### config.mk
export PLATFORM = sky130hd
export DESIGN_NAME = wash_seq_ctrl
export DESIGN_NICKNAME = d
export VERILOG_FILES = /design/src/rtl/wash_seq_ctrl.sv
export SDC_FILE = /design/constraint.sdc
export NUM_CORES = 1
export LEC_CHECK = 0
export BUFFER_PORTS_ARGS = -buffer_cell sky130_fd_sc_hd__buf_2
export CORE_UTILIZATION = 50
export CTS_CLUSTER_DIAMETER = 120
export DETAILED_ROUTE_END_ITERATION = 7
export PLACE_DENSITY = 0.73
export SYNTH_ARGS = -nofsm -noshare
export SYNTH_HDL_FRONTEND = slang
export SYNTH_SLANG_ARGS = --single-unit
export TNS_END_PERCENT = 5
### constraint.sdc
create_clock -name clk -period 5.2 [get_ports clk]
set_input_delay 1.04 -clock clk [delete_from_list [all_inputs] [get_ports clk]]
set_output_delay 1.04 -clock clk [all_outputs]
set_load 0.005 [all_outputs]
### src/rtl/wash_seq_ctrl.sv
// Wash sequencer: N agitation cycles of CW -> P1 -> CCW -> P2 with tick-based phase
// timing, hold/resume, abort and a one-clock done pulse on normal completion.
module wash_seq_ctrl #(
  parameter int         WIDTH  = 5,
  parameter int         CYC_W  = 4,
  parameter logic [1:0] M_STOP = 2'd0,
  parameter logic [1:0] M_CW   = 2'd1,
  parameter logic [1:0] M_CCW  = 2'd2
) (
  input  logic             clk,
  input  logic             rst_n,
  input  logic             tick,
  input  logic             start,
  input  logic             hold,
  input  logic             abort,
  input  logic [CYC_W-1:0] cfg_cycles,
  input  logic [WIDTH-1:0] cfg_cw,
  input  logic [WIDTH-1:0] cfg_ccw,
  input  logic [WIDTH-1:0] cfg_pause,
  output logic [1:0]       motor,
  output logic             busy,
  output logic             done,
  output logic [2:0]       phase,
  output logic [CYC_W-1:0] cycles_left
);

  // State encoding doubles as the phase output code.
  typedef enum logic [2:0] {
    S_IDLE = 3'd0,
    S_CW   = 3'd1,
    S_P1   = 3'd2,
    S_CCW  = 3'd3,
    S_P2   = 3'd4
  } state_t;

  state_t           state_q, state_d;
  logic [WIDTH-1:0] timer_q, timer_d;
  logic [CYC_W-1:0] cyc_q, cyc_d;
  logic [WIDTH-1:0] cw_q, cw_d, ccw_q, ccw_d, pause_q, pause_d;
  logic [1:0]       motor_q, motor_d;
  logic             busy_q, busy_d;
  logic             done_q, done_d;
  logic [WIDTH-1:0] len;
  logic             phase_end;
  logic             hold_stop;

  always_comb begin
    state_d   = state_q;
    timer_d   = timer_q;
    cyc_d     = cyc_q;
    cw_d      = cw_q;
    ccw_d     = ccw_q;
    pause_d   = pause_q;
    done_d    = 1'b0;
    hold_stop = 1'b0;

    case (state_q)
      S_P1, S_P2: len = pause_q;
      S_CCW:      len = ccw_q;
      default:    len = cw_q;
    endcase
    // A zero length behaves as a one-tick phase.
    phase_end = (len == '0) ? 1'b1 : (timer_q == len - WIDTH'(1));

    if (abort && state_q != S_IDLE) begin
      state_d = S_IDLE;
      timer_d = '0;
      cyc_d   = '0;
    end else if (state_q == S_IDLE) begin
      if (start) begin
        cw_d    = cfg_cw;
        ccw_d   = cfg_ccw;
        pause_d = cfg_pause;
        timer_d = '0;
        if (cfg_cycles != '0) begin
          state_d = S_CW;
          cyc_d   = cfg_cycles;
        end else begin
          done_d = 1'b1;
        end
      end
    end else if (hold) begin
      hold_stop = 1'b1;
    end else if (tick) begin
      if (phase_end) begin
        timer_d = '0;
        case (state_q)
          S_CW:  state_d = S_P1;
          S_P1:  state_d = S_CCW;
          S_CCW: state_d = S_P2;
          default: begin
            if (cyc_q > CYC_W'(1)) begin
              cyc_d   = cyc_q - CYC_W'(1);
              state_d = S_CW;
            end else begin
              cyc_d   = '0;
              state_d = S_IDLE;
              done_d  = 1'b1;
            end
          end
        endcase
      end else begin
        timer_d = timer_q + WIDTH'(1);
      end
    end

    case (state_d)
      S_CW:    motor_d = M_CW;
      S_CCW:   motor_d = M_CCW;
      default: motor_d = M_STOP;
    endcase
    if (hold_stop) motor_d = M_STOP;
    busy_d = (state_d != S_IDLE);
  end

  always_ff @(posedge clk) begin
    if (!rst_n) begin
      state_q <= S_IDLE;
      timer_q <= '0;
      cyc_q   <= '0;
      motor_q <= M_STOP;
      busy_q  <= 1'b0;
      done_q  <= 1'b0;
    end else begin
      state_q <= state_d;
      timer_q <= timer_d;
      cyc_q   <= cyc_d;
      motor_q <= motor_d;
      busy_q  <= busy_d;
      done_q  <= done_d;
    end
  end

  // Latched phase lengths are only read outside IDLE, so they need no reset.
  always_ff @(posedge clk) begin
    cw_q    <= cw_d;
    ccw_q   <= ccw_d;
    pause_q <= pause_d;
  end

  assign motor       = motor_q;
  assign busy        = busy_q;
  assign done        = done_q;
  assign phase       = state_q;
  assign cycles_left = cyc_q;

endmodule
==> results <==
- The data arrival time of the worst path is just under 4 ns.
- Setup violations remaining at the end of the flow were counted as 0.
- The pin count of the biggest net entering global routing is 24.
- Counting every net in the synthesized netlist gives 216.
- For this run, the register share of the synthesized area comes to between 40% and 50%.
- The number of gates resized after CTS was 0.
- For this run, asynchronously set or reset flops after synthesis account for 0%.
- After routing the design area is 0.00209 mm2.
- The number of clock buffers added by TritonCTS is 5.
- The most frequently used flop master after synthesis is sky130_fd_sc_hd__dfxtp_1.
- The number of clock sinks seen by CTS is 31.
- The final-report hold violation count is 0.
- The worst path required time is 5.45 ns.
- The first global-routing pass estimated 5840 um of wire.
- Counting every instance in the synthesized netlist gives around 190.
- In this run the count of I/O pins placed on the die edge is 36.
- From bottom edge to top edge, the die measures roughly 62 um.
- Buffers added to address setup during post-CTS repair amount to 0.
- The share of total power dissipated in combinational logic is between 10% and 20%.
- For this design, the slowest cell found on the critical path is sky130_fd_sc_hd__dfxtp_1.
- In the layout the commonest cells are sky130_fd_sc_hd__buf_2, sky130_fd_sc_hd__nor2_1, sky130_fd_sc_hd__dfxtp_1.
- Along the worst hold path, the cell count comes to 2.
- The startpoint class of the critical path is a flop.
- In the final routed layout, each cell accounts on average for about 13 um.
- Summing all placed instances gives a cell area of between 0.0015 and 0.002 mm2.
- At the end of the flow the core is filled with cells to approximately three fifths.
- The via count of the first global-routing pass was between 1k and 1.5k.
- The maximum clock skew at final layout is between 0.01 and 0.015 ns.
- For this block, the via count after detailed routing is about 1.5k.
- In this run the worst hold path is classified as flop to flop.
- The flip-flop and latch count after synthesis is 31.
- Traced cell by cell, the critical path runs through mux2i_1, a211o_1, or2_4, and3_1, or4_4, a2111oi_4, or2_1, a22oi_1, o221ai_1.
- Setup repair after global routing left no endpoint under its margin.
- Dividing the detail-routed via count by the number of cells gives about 5.7.
- The initial detailed-routing violation count is 110.
- Subtracting the final worst setup slack from the clock period gives 3.66 ns.
- The switching share of total power is between 20% and 30%.
- Of the available clock period, the critical path in the final layout requires 70.3%.
- The count of nets left with antenna violations once routing finished came out at 0.
- The leading cell type in the layout, fill and taps excluded is sky130_fd_sc_hd__buf_2.
- At the pin with the least slew margin, the transition time is roughly 0.83 ns.
- During placement, the flow inserted port buffers numbering 35.
- The share of total power dissipated in sequential elements is between 40% and 50%.
- The H-tree generated during clock tree synthesis spans 2 levels.
- The total of fill cells in the finished design is just under 300.
- In this run the worst path has a maximum fanout of 22.
- The later-pin clock latency in the skew report is 0.34 ns.
- The final sum of negative setup slack is 0 ns.
- The number of antenna violations at the first check in global routing is 0.
- The die covers 0.00385 mm2.
- The internal portion of total power is approximately 0.44 mW.
- The final count of pins violating max slew is 0.
- The type of the setup path with the least slack is flop to flop.
- The total area inside the core boundary comes to 0.00339 mm2.
- Summed over all layers, the routed wires come to between 3000 and 4000 um.
- Once detailed placement completed, the half-perimeter wirelength came to roughly 2800 um.
- The count of TritonRoute iterations in the first routing pass is 4.
- In this run the static leakage power is about 0.84 nW.
- STA classifies the critical path endpoint as a flop.
- The fraction of layout instances using a drive strength above 1 is 24.6%.
- The cell area that synthesis handed to floorplanning was roughly 0.0018 mm2.
- In this design, the stage delay of the slowest critical-path cell is roughly 0.84 ns.
- Dividing the synthesized area by the synthesized cell count gives about 9.6 um2.
- The initialized floorplan defines 21 standard-cell rows.
- Counting distinct cell types in the post-synthesis netlist gives between 50 and 60.
- The power spent charging and discharging nets is 0.147 mW.
- The clock passes through at most 2 buffers.
- The DRC violations left is 0.
- Yosys mapped a number of flops with a built-in enable equal to 15.
- The worst-case IR drop observed on VDD is about 0.00018 V.
- For this design the ratio of total power to cell area is 281 mW/mm2.
- The clock-pin slew reported for the worst setup and hold paths after clock tree synthesis is 0.11 ns.
- In the global route stage, overall resource usage came out at a little over a fifth.
- The die is ~62 um wide.
- TritonCTS built the clock tree.
- Headroom to the max-slew limit came out at between 40 and 50%.
- After the last flow step, the layout net total stands at approximately 250.
- Summed over all layers, the global routing overflow is 0.
- For this run, the number of standard cells in the final layout without fillers is 270.
- The relative area change from synthesis to final layout is 15.7%.
- The Yosys step of the flow raised 0 warnings.
- The antenna diode instance count is 0.
- The worst reg2reg path depth is 9.
- The root buffer cell chosen for the clock tree is sky130_fd_sc_hd__clkbuf_4.
- The clock network accounts for 37.2% of the total power.
- The global placement routability congestion is 0.817.
- Across the run, the number of max-cap violations was 0.
- The maximum clock rate is 0.274 GHz.
- The initial cell density of the core is between 50% and 60%.
- The number of placed instances, taps included, is between 200 and 300.
- The quantity of hold-fixing buffers added after cts is 0.
- The flow ran to the end, and the final reports show no timing, DRC or antenna violations.
area by class of cell:
class                      count  area, um2  share of cell area, %
clock inverter                 2       37.5                   1.80
timing repair buffer          35        175                   8.39
sequential                    31        771                   36.9
inverter                      10       37.5                   1.80
multi-input combinational    140        946                   45.3
tap                           46       57.6                   2.76
clock buffer                   6       62.6                   3.00
kinds of logic (layout without fill, tap and decap cells):
family                   after synthesis  count (layout)  synth area share [%]
flip-flops                            31              31                  42.7
XOR/XNOR                               5               5                  2.43
buffers and inverters                 17              53                  4.85
AND/OR/NAND/NOR                       75              75                  22.3
AO/OA/AOI/OAI                         51              51                  22.3
adder cells (fa/ha/maj)                3               3                  2.08
multiplexers                           6               6                  3.33
registers in the layout, summed over array words and instances (netlist names):
register     flops
cycles_left      4
motor            2
cw_q             5
done             1
busy             1
timer_q          5
pause_q          5
phase            3
ccw_q            5
power by group through the flow:
stage / Combinational [mW] / Sequential [mW] / Clock [mW]
2_1_floorplan: 0.0624 / 0.283 / 0
3_3_place_gp: 0.0827 / 0.287 / 0
3_5_place_dp: 0.0850 / 0.288 / 0
4_1_cts: 0.0855 / 0.283 / 0.223
5_1_grt: 0.0954 / 0.285 / 0.235
6_report: 0.0853 / 0.283 / 0.218
cells in the mapped netlist (4+ instances only):
library cell,number,area (um2)
sky130_fd_sc_hd__inv_1,10,37.5
sky130_fd_sc_hd__a211oi_1,5,37.5
sky130_fd_sc_hd__nand2b_1,4,25.0
sky130_fd_sc_hd__a211o_1,4,35.0
sky130_fd_sc_hd__nor2_1,19,71.3
sky130_fd_sc_hd__mux2i_1,6,60.1
sky130_fd_sc_hd__or3_1,4,25.0
sky130_fd_sc_hd__o21ai_0,7,35.0
sky130_fd_sc_hd__nand2_1,11,41.3
sky130_fd_sc_hd__nor3_1,11,55.1
sky130_fd_sc_hd__edfxtp_1,15,450
sky130_fd_sc_hd__a21oi_1,10,50.1
sky130_fd_sc_hd__nor2b_1,4,25.0
sky130_fd_sc_hd__dfxtp_1,16,320
worst max-delay path: cells and delay by family, from the launching register on:
kind            cells  cell delay (ns)
simple gates        4             1.25
mux                 1             0.17
flops               1             0.84
compound gates      4             1.30
path summary, 6_finish.rpt:
check	from	to	slack (ns)
max	phase[0]	busy	1.55
min	cycles_left[3]	cycles_left[3]	0.55
max reg2reg	phase[0]	busy	1.55
min reg2reg	cycles_left[3]	cycles_left[3]	0.55
routing by layer:
layer	routed length, um	share of wire [%]	up-vias	global-route usage [%]
met2	1790	49	52	34.3
met4	54	1.5	0	9.52
li1	-	-	774	-
met5	0	0	-	0
met1	1560	43	710	25.7
met3	218	6.0	6	7.04
through the flow:
stage / worst slack [ns] / total power, mW / hold slack, ns
floorplan: 2.21 / 0.346 / 0.502
finish: 1.55 / 0.586 / 0.546
global route: 1.28 / 0.616 / 0.585
CTS: 1.59 / 0.591 / 0.546
detailed placement: 1.62 / 0.373 / 0.530
global placement: 1.79 / 0.370 / 0.522
Note: power is estimated with default switching activity, not from simulation.
